### src/rtl/uart_pkg.sv
// Shared UART definitions: TX FSM state encoding, data width and idle line level.
package uart_pkg;

    typedef enum logic [2:0] {
        ST_IDLE   = 3'd0,
        ST_START  = 3'd1,
        ST_DATA   = 3'd2,
        ST_PARITY = 3'd3,
        ST_STOP   = 3'd4
    } tx_state_t;

    localparam int unsigned DATA_BITS  = 8;
    localparam logic        IDLE_LEVEL = 1'b1;

endpackage

### src/rtl/sync_fifo.sv
// Single-clock FIFO with registered count; push while full and pop while empty are ignored.
module sync_fifo
    import uart_pkg::*;
#(
    parameter int unsigned FIFO_DEPTH = 16,
    parameter int unsigned WIDTH      = DATA_BITS
) (
    input  logic                        clk,
    input  logic                        resetn,
    input  logic                        push,
    input  logic [WIDTH-1:0]            din,
    input  logic                        pop,
    output logic [WIDTH-1:0]            dout,
    output logic                        full,
    output logic                        empty,
    output logic [$clog2(FIFO_DEPTH):0] count
);

    localparam int unsigned AW = $clog2(FIFO_DEPTH);

    logic [WIDTH-1:0] mem [FIFO_DEPTH];
    logic [AW-1:0]    wr_ptr;
    logic [AW-1:0]    rd_ptr;
    logic             wr_en;
    logic             rd_en;

    // Full/empty come from the registered count, so a same-cycle pop never frees a slot.
    assign full  = (count == (AW + 1)'(FIFO_DEPTH));
    assign empty = (count == '0);
    assign wr_en = push && !full;
    assign rd_en = pop && !empty;
    assign dout  = mem[rd_ptr];

    always_ff @(posedge clk or negedge resetn) begin
        if (!resetn) begin
            wr_ptr <= '0;
            rd_ptr <= '0;
            count  <= '0;
        end else begin
            if (wr_en) wr_ptr <= wr_ptr + 1'b1;
            if (rd_en) rd_ptr <= rd_ptr + 1'b1;
            case ({wr_en, rd_en})
                2'b10:   count <= count + 1'b1;
                2'b01:   count <= count - 1'b1;
                default: count <= count;
            endcase
        end
    end

    always_ff @(posedge clk) begin
        if (wr_en) mem[wr_ptr] <= din;
    end

endmodule

### src/rtl/uart_tx_fifo.sv
// Buffered 8N1 UART transmitter for the debug byte port, with sticky overflow flag.
// Define UART_TX_PARITY_EN to insert an even-parity bit between data and stop.
module uart_tx_fifo
    import uart_pkg::*;
#(
    parameter int unsigned CLKS_PER_BIT = 104,
    parameter int unsigned FIFO_DEPTH   = 16
) (
    input  logic       clk,
    input  logic       resetn,
    input  logic [7:0] in_byte,
    input  logic       in_byte_en,
    input  logic       overflow_clr,
    output logic       tx,
    output logic       busy,
    output logic       fifo_full,
    output logic       fifo_empty,
    output logic       overflow
);

    localparam int unsigned CNT_W = $clog2(CLKS_PER_BIT);

    tx_state_t                 state;
    logic [CNT_W-1:0]          bit_cnt;
    logic [2:0]                bit_idx;
    logic [DATA_BITS-1:0]      shreg;
    logic [DATA_BITS-1:0]      fifo_dout;
    logic [$clog2(FIFO_DEPTH):0] fifo_count;
    logic                      pop;
    logic                      bit_end;
`ifdef UART_TX_PARITY_EN
    logic                      parity_bit;
`endif

    sync_fifo #(
        .FIFO_DEPTH (FIFO_DEPTH),
        .WIDTH      (DATA_BITS)
    ) u_fifo (
        .clk    (clk),
        .resetn (resetn),
        .push   (in_byte_en),
        .din    (in_byte),
        .pop    (pop),
        .dout   (fifo_dout),
        .full   (fifo_full),
        .empty  (fifo_empty),
        .count  (fifo_count)
    );

    assign pop     = (state == ST_IDLE) && !fifo_empty;
    assign bit_end = (bit_cnt == CNT_W'(CLKS_PER_BIT - 1));
    assign busy    = (state != ST_IDLE) || (fifo_count != '0);

    // A drop takes priority over a simultaneous clear.
    always_ff @(posedge clk or negedge resetn) begin
        if (!resetn) begin
            overflow <= 1'b0;
        end else if (in_byte_en && fifo_full) begin
            overflow <= 1'b1;
        end else if (overflow_clr) begin
            overflow <= 1'b0;
        end
    end

    always_ff @(posedge clk or negedge resetn) begin
        if (!resetn) begin
            state   <= ST_IDLE;
            bit_cnt <= '0;
            bit_idx <= '0;
            shreg   <= '0;
            tx      <= IDLE_LEVEL;
`ifdef UART_TX_PARITY_EN
            parity_bit <= 1'b0;
`endif
        end else begin
            case (state)
                ST_IDLE: begin
                    bit_cnt <= '0;
                    bit_idx <= '0;
                    tx      <= IDLE_LEVEL;
                    if (!fifo_empty) begin
                        shreg <= fifo_dout;
`ifdef UART_TX_PARITY_EN
                        parity_bit <= ^fifo_dout;
`endif
                        tx    <= 1'b0;
                        state <= ST_START;
                    end
                end
                ST_START: begin
                    if (bit_end) begin
                        bit_cnt <= '0;
                        tx      <= shreg[0];
                        state   <= ST_DATA;
                    end else begin
                        bit_cnt <= bit_cnt + 1'b1;
                    end
                end
                ST_DATA: begin
                    if (bit_end) begin
                        bit_cnt <= '0;
                        if (bit_idx == 3'(DATA_BITS - 1)) begin
`ifdef UART_TX_PARITY_EN
                            tx    <= parity_bit;
                            state <= ST_PARITY;
`else
                            tx    <= IDLE_LEVEL;
                            state <= ST_STOP;
`endif
                        end else begin
                            bit_idx <= bit_idx + 1'b1;
                            shreg   <= shreg >> 1;
                            tx      <= shreg[1];
                        end
                    end else begin
                        bit_cnt <= bit_cnt + 1'b1;
                    end
                end
`ifdef UART_TX_PARITY_EN
                ST_PARITY: begin
                    if (bit_end) begin
                        bit_cnt <= '0;
                        tx      <= IDLE_LEVEL;
                        state   <= ST_STOP;
                    end else begin
                        bit_cnt <= bit_cnt + 1'b1;
                    end
                end
`endif
                ST_STOP: begin
                    if (bit_end) begin
                        bit_cnt <= '0;
                        tx      <= IDLE_LEVEL;
                        state   <= ST_IDLE;
                    end else begin
                        bit_cnt <= bit_cnt + 1'b1;
                    end
                end
                default: begin
                    bit_cnt <= '0;
                    tx      <= IDLE_LEVEL;
                    state   <= ST_IDLE;
                end
            endcase
        end
    end

endmodule

### config.mk
export PLATFORM = sky130hd
export DESIGN_NAME = uart_tx_fifo
export DESIGN_NICKNAME = d
export VERILOG_FILES = /design/src/rtl/uart_pkg.sv /design/src/rtl/sync_fifo.sv /design/src/rtl/uart_tx_fifo.sv
export SDC_FILE = /design/constraint.sdc
export NUM_CORES = 1
export LEC_CHECK = 0
export ABC_AREA = 1
export BUFFER_PORTS_ARGS = -buffer_cell sky130_fd_sc_hd__buf_2
export CAP_MARGIN = 10
export CELL_PAD_IN_SITES_DETAIL_PLACEMENT = 1
export CELL_PAD_IN_SITES_GLOBAL_PLACEMENT = 1
export CORE_ASPECT_RATIO = 2
export CORE_MARGIN = 8
export CORE_UTILIZATION = 30
export CTS_CLUSTER_DIAMETER = 60
export CTS_CLUSTER_SIZE = 28
export DETAILED_ROUTE_END_ITERATION = 10
export HOLD_SLACK_MARGIN = 0.08
export PLACE_DENSITY = 0.6
export SLEW_MARGIN = 20
export SYNTH_ARGS = -nofsm -noshare
export SYNTH_HDL_FRONTEND = slang
export SYNTH_HIERARCHICAL = 1
export SYNTH_SLANG_ARGS = --single-unit
### constraint.sdc
create_clock -name clk -period 2.09 [get_ports clk]
set_clock_uncertainty 0.05 [all_clocks]
set_input_delay 0.5225 -clock clk [delete_from_list [all_inputs] [get_ports clk]]
set_output_delay 0.5225 -clock clk [all_outputs]
set_load 0.01 [all_outputs]
# Word-level counts from Yosys, hierarchy flattened
# Memory sizes are Yosys's and may differ from the RTL's.
# Index checks and enable logic that the tools add are counted.
# word_totals
regBits,36
elab_cells,75
in_bits,12
n_memories,1
ram_bits,128
# memory_table
name,words,word_bits,rd,rd_clocked_by_memory_dff,wr,line_no,rtl
u_fifo.mem,16,8,1,0,1,sync_fifo.sv:21,logic [WIDTH-1:0] mem [FIFO_DEPTH];
# classes
n_mux,26
n_eq_ne,14
add_sub_neg,6
n_reduce_logical,19
# op_table
cell,count
8-bit 2-to-1 mux,3
3-bit 2-to-1 mux,7
8-bit one-hot mux with 2 select lines,1
7-bit 2-to-1 mux,2
2-bit != test (second input constant),6
3-bit one-hot mux with 4 select lines,1
5-bit one-hot mux with 2 select lines,1
1-bit 2-to-1 mux,9
4-bit by 1-bit adder with 4-bit output (second input constant),2
7-bit by 1-bit adder with 7-bit output (second input constant),1
7-bit == test (second input constant),1
3-bit == test (second input constant),2
3-bit one-hot mux with 2 select lines,1
3-bit AND reduction,2
2-bit nonzero test,3
5-bit by 1-bit adder with 5-bit output (second input constant),1
5-bit == test (second input constant),1
5-bit zero test,1
5-bit AND reduction,1
5-bit nonzero test,1
5-bit by 1-bit subtractor with 5-bit output (second input constant),1
1-bit logical AND,4
1-bit one-hot mux with 4 select lines,1
4-bit AND reduction,1
other kinds (10),11

# Depth between registers and ports, before layout
# depth
depth_word,6
ltp_mapped,17

# By module
# Netlist, hierarchy kept.
# by_module_without_submodules
mod,seq_area_each_um2,n_inst,cells_each,area_each_um2
sync_fifo,4169.0,1,621,6231.0
uart_tx_fifo,576.8,1,164,1298.7

# Worst setup path before layout
# No wires, ideal clock.
# synth_timing
path_kind,register to register
startpoint,register state[0]
endpoint,register u_fifo.count[4]
required_time_ns,1.924
stages_incl_launch_ff,17
synth_period_minus_slack_ns,2.315
setup_slack_ns,-0.225
setup_ns,0.116
t_arrival_ns,2.149
path_cell_list,dfrtp_1 nor2_2 nand2_1 nor2_1 nand2_1 inv_1 ha_1 inv_1 fa_1 inv_1 nand2_1 nand2_1 nand2_1 nand2_1 nand2_1 nand2_1 nand2_1
# synth_between
elab_chain_len,5
elab_cells_between_ends,7
cone_classes,2 x eq/ne; 1 x mux; 4 x reduce/logical
# synth_rtl
element,line_no,rtl
start: declaration,uart_tx_fifo.sv:23,tx_state_t state;
start signal: assignment,uart_tx_fifo.sv:67,state <= ST_IDLE;
start signal: assignment,uart_tx_fifo.sv:87,state <= ST_START;
start signal: assignment,uart_tx_fifo.sv:94,state <= ST_DATA;
3-bit zero test (*),uart_tx_fifo.sv:50,assign pop = (state == ST_IDLE) && !fifo_empty;
1-bit logical AND (*),uart_tx_fifo.sv:50,
named net pop,uart_tx_fifo.sv:29,logic pop;
1-bit logical AND (*),sync_fifo.sv:31,assign rd_en = pop && !empty;
named net u_fifo.rd_en,sync_fifo.sv:25,logic rd_en;
2-bit by 1-bit == test with 1-bit output or 2-bit == test (tied branches),sync_fifo.sv:42,"case ({wr_en, rd_en})"
5-bit one-hot mux with 2 select lines or 2-bit nonzero test (tied branches),n/a,
end signal: assignment,sync_fifo.sv:43,2'b10: count <= count + 1'b1;
end signal: assignment,sync_fifo.sv:44,2'b01: count <= count - 1'b1;
end signal: assignment,sync_fifo.sv:45,default: count <= count;
end: declaration,sync_fifo.sv:16,output logic [$clog2(FIFO_DEPTH):0] count
# Mark *: on every way through the listed nets, which the timed path passes. The rest lies on a longest branch.
# A chain may end at the register's enable or synchronous reset.

# Worst setup path in the final report
# layout_timing
startpoint,register u_fifo.count[1]
endpoint,register u_fifo.count[4]
# layout_between
elab_chain_len,6
elab_cells_between_ends,13
cone_classes,2 x add/sub; 3 x eq/ne; 1 x mux; 7 x reduce/logical
# layout_rtl
element,line_no,rtl
5-bit zero test (*),sync_fifo.sv:29,assign empty = (count == '0);
1-bit zero test (*),"sync_fifo.sv:31, uart_tx_fifo.sv:50",
1-bit logical AND,uart_tx_fifo.sv:50,
1-bit logical AND (*),sync_fifo.sv:31,
named net u_fifo.rd_en,sync_fifo.sv:25,
2-bit by 1-bit == test with 1-bit output or 2-bit == test (tied branches),sync_fifo.sv:42,
5-bit one-hot mux with 2 select lines or 2-bit nonzero test (tied branches),n/a,
# Marked as above.

==> results.cfg <==
[status]
status = finished clean

[setup_path]
path_cells = nor2_2 -> nand4_1 -> buf_4 -> nand2_2 -> inv_2 -> ha_4 -> ha_4 -> or2_2 -> nand3_2 -> nand2_1 -> nand2_1 -> nand2_1
cp-end-kind = register
slowest_stage = dfrtp_1
r2r_start = u_fifo/count[1]
slowest_delay_ns = 0.39
timing.critical_path.mode_cell = nand2_1
setup.worst_path.class = register to register
crit_start = u_fifo/count[1]
arrival_ns = 2.35
crit_fanout = 5
crit_path_start_kind = register
crit_required_ns = 2.36

[yosys]
ys.flop_type = edfxtp_1
yosys.area.top_type_share_pct = 51.0
ys_ff_latch = 164
synthTopCellsByArea = edfxtp_1 (51%), nand2_1 (15%), dfrtp_1 (12%)
yosysWarnings = 6
synthCells = 785
netlist_area_um2 = 7530
syn_area_per_cell_um2 = 9.59
ys_async_sr_fraction_pct = 22.0
synth_top_area_cell = edfxtp_1
ys_types = 31
ys_seq_area_share_pct = 63.0
synth_edf_count = 128
syn-num-nets = 810

[cells_and_area]
fin_util_pct = 35.9
final_cells = 1191
final_layout_size_suffix_gt1_share_pct = 16.0
final_cell_area_um2 = 8920
area_growth_syn_to_layout_pct = 18.5
diodes = 0
layout.nets = 867

[clocking]
clockRootBuffer = clkbuf_16
cts_sinks = 164
cts_tree = yes
cts_max_path_buffers = 2
htreeDepth = 4
clk_latency_ns = 0.42
numCtsBuffers = 17
path_clk_slew_ns = 0.06

[pwr]
max-vdd-ir-drop_mv = 0.559
intPower_mw = 6.01
seq_power_share_pct = 48.3
clockPowerShare_pct = 37.7
p_per_area_nw_per_um2 = 919
switchingPower_mw = 2.18
leakagePower_nw = 3.94
combPwrFrac_pct = 14.0
sw_frac_of_total_pct = 26.6

[floorplan]
dieArea_um2 = 30700
core_um2 = 24800
start_util_pct = 30.3
rows = 82
die_h_um = 240
num_io_pins = 17
die_w_um = 128

[timing]
tns_ns = 0
final-hold-violation-count = 0
period_needed_ns = 2.08
worst_pin_slew_ns = 0.720
fin_hold_ws_ns = 0.0981
relSlewSlack_pct = 52.0
setup_violations = 0
rsz0062_at_grt = yes
slew_violations = 0
post-route-period-util_pct = 99.5
max_freq_mhz = 481

[place]
globalplace.congestion = 0.765
dpl_cell_area_um2 = 8250
io_buffers = 16
dp_cells = 1153
hpwl_mm = 12.5

[detailed_routing]
wl_per_cell_um = 15.5
drc = 0
viasPerCell = 4.40
drtIter0Drc = 373
wl_mm = 18.5
vias = 5239
ant_nets = 0
first_pass_iters = 4

[global_routing]
grt_use_total_pct = 12.7
grt_pass1_wl_mm = 29.6
grt_pass1_vias = 5436
overflow = 0
grt_max_degree = 58
antenna_found_initial = 0

[hold_path]
hold_class = primary input to async pin

[job]
drv_cap = 0
[critical path, delay by kind of cell (launching register included)]
family        cells  cell delay [ns]
buf+inv           2             0.22
simple gates      8             0.90
flops             1             0.39
fa+ha+maj         2             0.41
[per-stage QoR]
stage / setup WS [ns] / total power [mW]
after global placement: 0.0476 / 5.10
after floorplan: 0.0192 / 4.61
after CTS: -0.00297 / 8.26
final: 0.0108 / 8.20
after detailed placement: -0.00388 / 5.13
after global routing: -0.0909 / 8.56
[cells by family after synthesis]
family	count (synthesis)	synth area share, %
xor gates and xnor gates	8	0.931
buffers and inverters	110	6.11
AOI/OAI and AO/OA	13	0.864
DFF	164	63.0
adders and majority gates	13	2.26
and+or+nand+nor	477	26.8
[path summary, 6_finish.rpt]
kind / cells past startpoint / to / slack [ns]
hold / removal: 1 / bit_cnt[6] / 0.1
setup reg to reg: 12 / u_fifo/count[4] / 0.01
max in group asynchronous: 2 / u_fifo/count[0] / 1.32
min in group clk: 2 / overflow / 0.23
hold reg to reg: 2 / tx / 0.42
setup / recovery: 12 / u_fifo/count[4] / 0.01
[Yosys cell counts (2+ instances only)]
cell type and n:
xor2_1 5, edfxtp_1 128, nand3_1 67, nor2_1 80
inv_2 7, nand3_2 2, inv_1 79, nand4_1 14
dfrtp_1 35, a21oi_1 2, buf_6 2, nand2_1 298
or2_2 3, o21ai_0 8, nand3_4 2, nand2_4 4
xnor2_1 3, buf_4 4, o21ai_1 3, nor2_4 2
ha_1 12, buf_2 14, clkbuf_1 3
[layer usage]
layer	vias up	GRT usage, %	share of wire, %
met1	2527	16.9	48
li1	2636	-	-
met3	15	2.27	2.4
met5	-	0	0
met4	0	4.89	1.7
met2	61	20.1	47
[flip-flops by register name, summed over array words and instances, names as in the netlist]
| name | cells |
|---|---|
| bit_cnt | 7 |
| bit_idx | 3 |
| overflow | 1 |
| shreg | 8 |
| state | 3 |
| tx | 1 |
| u_fifo/count | 5 |
| u_fifo/mem | 128 |
| u_fifo/rd_ptr | 4 |
| u_fifo/wr_ptr | 4 |
[cells in the final DEF (no fill, tap or decap), types with 3 or more instances in the layout]
cell type and instances:
nand2_1 294, edfxtp_1 128, nor2_1 78, inv_1 73, nand3_1 66, buf_4 44
dfrtp_1 33, clkbuf_16 17, buf_2 15, nand4_1 14, inv_2 12, ha_1 9
o21ai_0 8, nand2_2 5, clkinv_2 5, xor2_1 5, nand2_4 4, inv_6 4
nor2_4 3, nand3_2 3, o21ai_1 3, or2_2 3, xnor2_1 3, ha_4 3
[area by class of cell]
| type | count | area, um^2 |
|---|---|---|
| clock buffers | 17 | 425 |
| inverters | 86 | 325 |
| well taps | 336 | 420 |
| flip-flops and latches | 164 | 4750 |
| multi-input cells | 511 | 2400 |
| fillers | 2891 | 15900 |
| clock inverters | 15 | 153 |
| repair buffers | 62 | 448 |
[power groups by stage]
stage	registers (mW)	clock network, mW	logic (mW)
after floorplan	4.02	0	0.593
after global placement	4.01	0	1.09
after detailed placement	4.03	0	1.11
after CTS	3.96	3.18	1.12
after global routing	3.99	3.29	1.29
final	3.96	3.09	1.15
[timing repair]
item	4_1_cts	5_1_grt
setup buffers	1	5
hold buffers	0	0
endpoints found under the setup margin	3	91
gates resized for setup	3	10
pin swaps	4	10
(Power assumes the default switching activity.)
